### config.mk
export PLATFORM = sky130hd
export DESIGN_NAME = piso_serializer
export DESIGN_NICKNAME = d
export VERILOG_FILES = /design/src/rtl/ser_pkg.sv /design/src/rtl/piso_serializer.sv
export SDC_FILE = /design/constraint.sdc
export NUM_CORES = 1
export LEC_CHECK = 0
export ABC_AREA = 1
export ABC_CLOCK_PERIOD_IN_PS = 3100
export BUFFER_PORTS_ARGS = -buffer_cell sky130_fd_sc_hd__buf_2
export CAP_MARGIN = 15
export CORE_MARGIN = 5
export CORE_UTILIZATION = 45
export DETAILED_ROUTE_END_ITERATION = 6
export MAX_ROUTING_LAYER = met4
export PLACE_DENSITY = 0.68
export SKIP_LAST_GASP = 1
export SLEW_MARGIN = 10
export SYNTH_ARGS = -nofsm -noshare
export SYNTH_HDL_FRONTEND = slang
export SYNTH_SLANG_ARGS = --single-unit
### constraint.sdc
create_clock -name clk -period 3.1 [get_ports clk]
set_clock_uncertainty 0.2 [all_clocks]
set_input_delay 0.31 -clock clk [delete_from_list [all_inputs] [get_ports clk]]
set_output_delay 0.31 -clock clk [all_outputs]
set_load 0.03 [all_outputs]
### src/rtl/ser_pkg.sv
// ser_pkg: shared state encoding and counter-width helper for the PISO serializer
package ser_pkg;
  typedef enum logic [1:0] {S_IDLE, S_SHIFT, S_GAP} ser_state_t;
  function automatic int cnt_w(input int n);
    return (n < 2) ? 1 : $clog2(n);
  endfunction
endpackage

### src/rtl/piso_serializer.sv
// piso_serializer: valid/ready word intake, LSB-first serial output with a last-bit flag
module piso_serializer
  import ser_pkg::*;
#(
  parameter int   WIDTH    = 8,
  parameter int   GAP      = 0,
  parameter logic IDLE_LVL = 1'b0
) (
  input  logic             clk,
  input  logic             rst_n,
  input  logic [WIDTH-1:0] din_i,
  input  logic             in_valid_i,
  output logic             in_ready_o,
  output logic             ser_out_o,
  output logic             last_o,
  output logic             busy_o
);
  localparam int CW = cnt_w(WIDTH);
  localparam int GW = cnt_w(GAP);
  ser_state_t       state_q;
  logic [WIDTH-1:0] shreg_q;
  logic [CW-1:0]    cnt_q;
  logic [GW-1:0]    gap_q;
  logic             ser_q, last_q, busy_q;
  logic             accept;
  // With GAP==0 the final bit's edge doubles as the next accept edge, so words stream without a bubble
  assign in_ready_o = (state_q == S_IDLE) || (state_q == S_SHIFT && cnt_q == '0 && GAP == 0);
  assign accept     = in_valid_i && in_ready_o;
  assign ser_out_o  = ser_q;
  assign last_o     = last_q;
  assign busy_o     = busy_q;
  always_ff @(posedge clk or negedge rst_n) begin
    if (!rst_n) begin
      state_q <= S_IDLE;
      shreg_q <= '0;
      cnt_q   <= '0;
      gap_q   <= '0;
      ser_q   <= IDLE_LVL;
      last_q  <= 1'b0;
      busy_q  <= 1'b0;
    end else if (accept) begin
      state_q <= S_SHIFT;
      ser_q   <= din_i[0];
      shreg_q <= din_i >> 1;
      cnt_q   <= CW'(WIDTH - 1);
      last_q  <= 1'b0;
      busy_q  <= 1'b1;
    end else begin
      case (state_q)
        S_SHIFT: begin
          if (cnt_q != '0) begin
            ser_q   <= shreg_q[0];
            shreg_q <= shreg_q >> 1;
            cnt_q   <= cnt_q - 1'b1;
            last_q  <= (cnt_q == CW'(1));
          end else if (GAP > 0) begin
            state_q <= S_GAP;
            gap_q   <= GW'(GAP - 1);
            ser_q   <= IDLE_LVL;
            last_q  <= 1'b0;
          end else begin
            state_q <= S_IDLE;
            ser_q   <= IDLE_LVL;
            last_q  <= 1'b0;
            busy_q  <= 1'b0;
          end
        end
        S_GAP: begin
          if (gap_q == '0) begin
            state_q <= S_IDLE;
            busy_q  <= 1'b0;
          end else begin
            gap_q <= gap_q - 1'b1;
          end
        end
        default: begin
          state_q <= S_IDLE;
          ser_q   <= IDLE_LVL;
          last_q  <= 1'b0;
          busy_q  <= 1'b0;
        end
      endcase
    end
  end
endmodule
# Word level (Yosys, flattened, before mapping)
# Cells that the tools add are included.
[classes]
eq_ne = 6
n_bitwise = 1
n_reduce_logical = 11
mux = 21
addsub = 2
[ops]
columns = ["op", "count"]
rows = [
  ["$mux 8", 3],
  ["$mux 3", 3],
  ["$mux 1", 8],
  ["$mux 2", 3],
  ["$ne 3x3->1 const B", 2],
  ["$pmux 1 s2", 3],
  ["$reduce_and 2->1", 3],
  ["$pmux 2 s2", 1],
  ["$reduce_bool 2->1", 2],
  ["$eq 3x1->1 const B", 1],
  ["$logic_not 3->1", 1],
  ["$reduce_bool 3->1", 1],
  ["$sub 3x1->3 const B", 1],
  ["$eq 2x1->1 const B", 1],
  ["$eq 2x2->1 const B", 1],
  ["$logic_and 1x1->1", 2],
  ["$logic_not 2->1", 1],
  ["$ne 2x2->1 const B", 1],
  ["$logic_or 1x1->1", 1],
  ["$not 1->1", 1],
  ["$sub 1x1->1 const B", 1],
]
[totals]
inputBits = 11
output_inout_bits = 4
elab_cells = 48
register_bits = 17

# Depth between registers and ports, before layout
# Gate-level depths: netlist of run 1.
[logic_depth]
ltp_word = 6
depth_mapped = 9

# Worst setup path after synthesis of run 1
# No wires, ideal clock.
[synth_timing]
path_type = "register to output"
startpoint = "register cnt_q[0]"
endpoint = "output in_ready_o"
required_ns = 2.590
path_slack_ns = 1.494
arrival_ns = 1.096
path_stages_with_launch = 7
cell_sequence = "dfrtp_1 > inv_1 > ha_1 > ha_1 > inv_2 > nand2_4 > buf_6"
[synth_via]
elab_chain_len = 3
[synth_lines]
columns = ["element", "line_no", "source"]
rows = [
  ["from (decl)", "piso_serializer.sv:22", "logic [CW-1:0] cnt_q;"],
  ["from (signal assigned)", "piso_serializer.sv:45", "cnt_q <= CW'(WIDTH - 1);"],
  ["from (signal assigned)", "piso_serializer.sv:54", "cnt_q <= cnt_q - 1'b1;"],
  ["$logic_not 3->1", "piso_serializer.sv:27", "assign in_ready_o = (state_q == S_IDLE) || (state_q == S_SHIFT && cnt_q == '0 && GAP == 0);"],
  ["$logic_and 1x1->1", "piso_serializer.sv:27", ""],
  ["$logic_or 1x1->1", "piso_serializer.sv:27", ""],
  ["to (decl)", "piso_serializer.sv:13", "output logic in_ready_o,"],
]
# No other way between the ends.

# Final worst setup path of run 1
# Same ends and word-level chain as after synthesis.

==> impl_metrics.tcl, run 1 <==
set metrics [dict create \
    status "complete, no violations" \
    gp_congestion 0.725 \
    synth-seq-area-share_pct 47.2 \
    crit_path_max_incr_delay_ps 400 \
    htreeDepth 1 \
    die_h_um 49.1 \
    synthesis.instances 71 \
    syn_area_um2 689 \
    r2r_start "cnt_q[0]" \
    start_kind "register" \
    rsz0062_at_grt "no" \
    period_needed_ps 2140 \
    wl_um 1180 \
    finalMaxSlewViolations 0 \
    ctsResizeCount 0 \
    path_clk_slew_ps 80 \
    syn-num-nets 85 \
    route.detailed.drc 0 \
    ant_nets 0 \
    grt_max_degree 22 \
    cts_buffers 3 \
    worstPathCellList "inv_1 > ha_1 > ha_1 > inv_2 > nand2_4 > buf_2" \
    cp_slowest_cell "dfrtp_1" \
    area_delta_synth_final_pct 12.2 \
    worstMarginPinSlew_ps 299 \
    cts_hold_buf 1 \
    crit_top_cell "ha_1" \
    track_usage_pct 11.4 \
    cp_max_fo 21 \
    ys_ff_latch 13 \
    hpwl_um 856 \
    via_per_inst 4.95 \
    cap_violations 0 \
    regToRegSetupSlack_ps 1470 \
    die_width_um 49.1 \
    clock_sinks 13 \
    hp-start "din_i[0]" \
    p_leak_uw 0.000414 \
    required_ps 2590 \
    ys_top_cells_by_area "dfrtp_1, nand3_2, nand3_1" \
    clk_latency_ps 260 \
    overflow 0 \
    grt_pass1_vias 479 \
    dr.pass1.iters 3 \
    ys_warn_count 0 \
    rr_worst_depth 8 \
    synth_top_area_share_pct 47.2 \
    hold_viol_final 0 \
    cts_tree "yes" \
    fmax_mhz 468 \
    num-fill-cells 143 \
    critical_path.endpoint "in_ready_o" \
    cts.path.max_buffers 2 \
    antenna_found_initial 0 \
    avgSynthCellArea_um2 9.71 \
    finalSetupTns_ps 0 \
    cp-startpoint "cnt_q[0]" \
    initial_core_util_pct 46.9 \
    die-area_um2 2410 \
    power_density_nw_per_um2 881 \
    r2r_end "cnt_q[0]" \
    ir_drop_mv 0.458 \
    hold_path_class "input port to register" \
    io_pins 15 \
    cp-end-kind "primary output" \
    min_period_over_period_pct 68.9 \
    yosysTopAreaCell "dfrtp_1" \
    core_um2 1470 \
    worstPathArrival_ps 1630 \
    drt_iter0_drc 8 \
    cts_root_buf "clkbuf_4" \
    grt_pass1_wl_um 2140 \
    n_antenna_cell 0 \
    slew_headroom_pct 80.1 \
    wire_per_inst_um 11.4 \
    place.port_buffers 14 \
    postCtsSetupBuffers 0 \
    synth_cell_types 13 \
    path_class "register to primary output" \
    final_nets 102 \
    layout-drive-gt1-share_pct 33.3 \
    rows 14 \
    finalSetupViolCount 0 \
    report.power.total_uw 681 \
    num_vias 510 \
]
layout make-up:
type                            instances  area (µm²)  share of cell area [%]
Sequential cell                        13         325                    42.1
Multi-Input combinational cell         47         287                    37.1
Timing Repair Buffer                   15        80.1                    10.4
Inverter                                8        35.0                    4.53
Clock buffer                            4        26.3                    3.40
Tap cell                               16        20.0                    2.59
through the flow:
| stage | area [µm²] | util (%) | hold slack (ps) | std cells | worst slack, ps |
|---|---|---|---|---|---|
| 2_1_floorplan | 689 | - | -186 | 71 | 1490 |
| 6_report | 773 | 52.6 | 70.9 | 103 | 965 |
| 3_3_place_gp | 737 | 50.1 | 14.3 | 98 | 1280 |
| 4_1_cts | 773 | 52.6 | 67.5 | 103 | 947 |
| 3_5_place_dp | 737 | 50.1 | 17.0 | 98 | 1250 |
| 5_1_grt | 773 | 52.6 | 57.7 | 103 | 848 |
per-layer routing:
layer  vias to the layer above  routed length (µm)  track usage, %
met3                         2                  61            3.67
met1                       237                 533            14.6
li1                        263                   -               -
met2                         8                 574            16.7
met4                         0                   9            4.04
met5                         -                   0               -
report_power, final:
part / switching (µW) / internal (µW)
clock network: 53.3 / 49.7
logic: 208 / 101
registers: 32.2 / 237
critical path: cells and delay by family (launching register included):
| kind | cells | cell delay (ps) |
|---|---|---|
| flops | 1 | 400 |
| buf+inv | 3 | 390 |
| fa+ha+maj | 2 | 360 |
| simple gates | 1 | 200 |
kinds of logic after synthesis:
logic type,share of synthesized area (%)
adder cells (fa/ha/maj),5.45
buffers and inverters,11.3
flip-flops,47.2
AND/OR/NAND/NOR,36.1
state kept, by name (all words and copies together), names as in the netlist:
name / flops
shreg_q: 7
cnt_q: 3
ser_out_o: 1
last_o: 1
busy_o: 1
Yosys cell counts (all sizes together):
cell type and n:
dfrtp 13, nand3 23, buf 3, nand2 19, nor2 2, inv 8, ha 3
worst min-delay path by stage:
stage / end / slack [ps] / depth (start not counted)
after CTS: ser_out_o / 70 / 3
after detailed placement: cnt_q[2] / 20 / 1
after global routing: ser_out_o / 60 / 3
final: ser_out_o / 70 / 3
after global placement: cnt_q[2] / 10 / 1
after floorplan: busy_o / -190 / 0
cells in the final DEF (no fill, tap or decap):
cell,count
buf_2,14
clkbuf_1,1
clkbuf_4,3
dfrtp_1,13
dlygate4sd3_1,1
ha_1,3
inv_1,6
inv_2,1
inv_6,1
nand2_1,18
nand2_4,1
nand3_1,15
nand3_2,8
nor2_1,1
nor2_4,1
No activity file was read; power rests on OpenSTA's default activity.
==> inputs of run 2 (changes only) <==
Settings changed: ABC_CLOCK_PERIOD_IN_PS 3100 to 1700, PLACE_DENSITY 0.68 to 0.71.
Clock period 3.1 ns to 1.7 ns, I/O delays scaled along.
==> impl_metrics.tcl, run 2 (synthesized netlist as in run 1, its figures left out) <==
set metrics [dict create \
    status "complete, no violations" \
    seqPwrFrac_pct 34.4 \
    n_antenna_cell 0 \
    start_kind "register" \
    area_delta_synth_final_pct 34.8 \
    overflow 0 \
    cts_root_buf "clkbuf_4" \
    fmax_mhz 613 \
    whs_ps 85.8 \
    clk_latency_ps 270 \
    clkPwrFrac_pct 13.0 \
    finalMaxSlewViolations 0 \
    hold_path_class "input port to register" \
    p_sw_uw 597 \
    fin_cells 116 \
    layout-drive-gt1-share_pct 38.0 \
    grt_pass1_vias 541 \
    pre_cts_ws_ps 83.8 \
    hold_viol_final 0 \
    power_density_nw_per_um2 1550 \
    route.detailed.drc 0 \
    required_ps 1330 \
    switching_share_pct 41.4 \
    slew_headroom_pct 79.7 \
    die_width_um 49.1 \
    report.power.total_uw 1440 \
    rows 14 \
    path_clk_slew_ps 80 \
    dr.pass1.iters 4 \
    cp_max_fo 2 \
    cap_violations 0 \
    intPower_uw 845 \
    via_per_inst 4.93 \
    layout_commonest_cell "nand2_1" \
    p_comb_share_pct 52.5 \
    place.port_buffers 14 \
    cp-end-kind "primary output" \
    ant_nets 0 \
    min_period_over_period_pct 95.9 \
    num_vias 572 \
    track_usage_pct 13.0 \
    p_leak_uw 0.000473 \
    htreeDepth 1 \
    period_needed_ps 1630 \
    grt_max_degree 14 \
    grt_pass1_wl_um 2340 \
    die-area_um2 2410 \
    path_class "register to primary output" \
    largest_reg_flops 7 \
    cts_buffers 3 \
    io_pins 15 \
    clock_sinks 13 \
    cts.path.max_buffers 2 \
    top_register "shreg_q" \
    wl_um 1400 \
    worstPathArrival_ps 1260 \
    antenna_found_initial 0 \
    mostFrequentLayoutCells "nand2_1, nand3_1, dfrtp_1, buf_2, dlygate4sd3_1" \
    initial_core_util_pct 46.9 \
    wire_per_inst_um 12.0 \
    hpwl_um 910 \
    finalSetupTns_ps 0 \
    timing.final.ws_setup_ps 69.4 \
    core_um2 1470 \
    num-fill-cells 134 \
    gp_congestion 0.745 \
    cts_tree "yes" \
    die_h_um 49.1 \
    finalSetupViolCount 0 \
    top_regs "shreg_q x7, cnt_q x3" \
    ir_drop_mv 0.715 \
    final_nets 115 \
    dp.cells 101 \
    worstMarginPinSlew_ps 305 \
    drt_iter0_drc 2 \
]
## run 2: changes by cell type in the layout (fill, tap and decap cells not counted), sizes merged
cell,change
buf,+5
dlygate4sd3,+8
## run 2: power groups by stage
stage	Sequential, µW	Combinational [µW]	Clock (µW)
global route	511	844	221
CTS	492	694	197
floorplan	539	471	0
detailed placement	498	621	0
global placement	492	611	0
finish	496	757	188
## run 2: area by class of cell
class | instances | area (µm²) | area share [%]
flip-flops and latches | 13 | 325 | 35.0
multi-input cells | 47 | 312 | 33.5
repair buffers | 28 | 211 | 22.7
inverters | 8 | 35.0 | 3.77
clock buffers | 4 | 26.3 | 2.83
well taps | 16 | 20.0 | 2.15
## run 2: routing by layer
metal	global-route usage (%)	vias up	wire, µm
li1	-	288	-
met1	15.0	267	619
met2	19.5	12	675
met3	2.75	5	59
met4	9.42	0	42
met5	-	-	0
## run 2: final timing paths
kind	depth (start not counted)	endpoint	startpoint	slack, ps
setup / recovery	6	in_ready_o	cnt_q[0]	70
hold / removal	3	shreg_q[3]	in_valid_i	90
setup reg to reg	9	shreg_q[5]	cnt_q[0]	110
hold reg to reg	2	ser_out_o	shreg_q[0]	310
max in group asynchronous	2	last_o	rst_n	960
min in group asynchronous	2	shreg_q[5]	rst_n	110
## run 2: critical path, stage by stage, from the launching register on
cell and delay, ps:
dfrtp_1 370, inv_2 60, ha_4 160, ha_4 150
inv_2 60, nand2_4 50, buf_6 140
## run 2: per-stage QoR
step,cell area (µm²),utilization [%]
6_report,930,63.2
5_1_grt,930,63.2
4_1_cts,900,61.1
3_5_place_dp,759,51.6
3_3_place_gp,759,51.6
2_1_floorplan,689,-
## run 2: timing repair
| action | in CTS | in global routing |
|---|---|---|
| hold buffers | 9 | 0 |
| setup buffers | 2 | 0 |
| resized for setup | 3 | 7 |
| setup endpoints to repair | 1 | 8 |
| endpoints found under the hold margin | 21 | 0 |
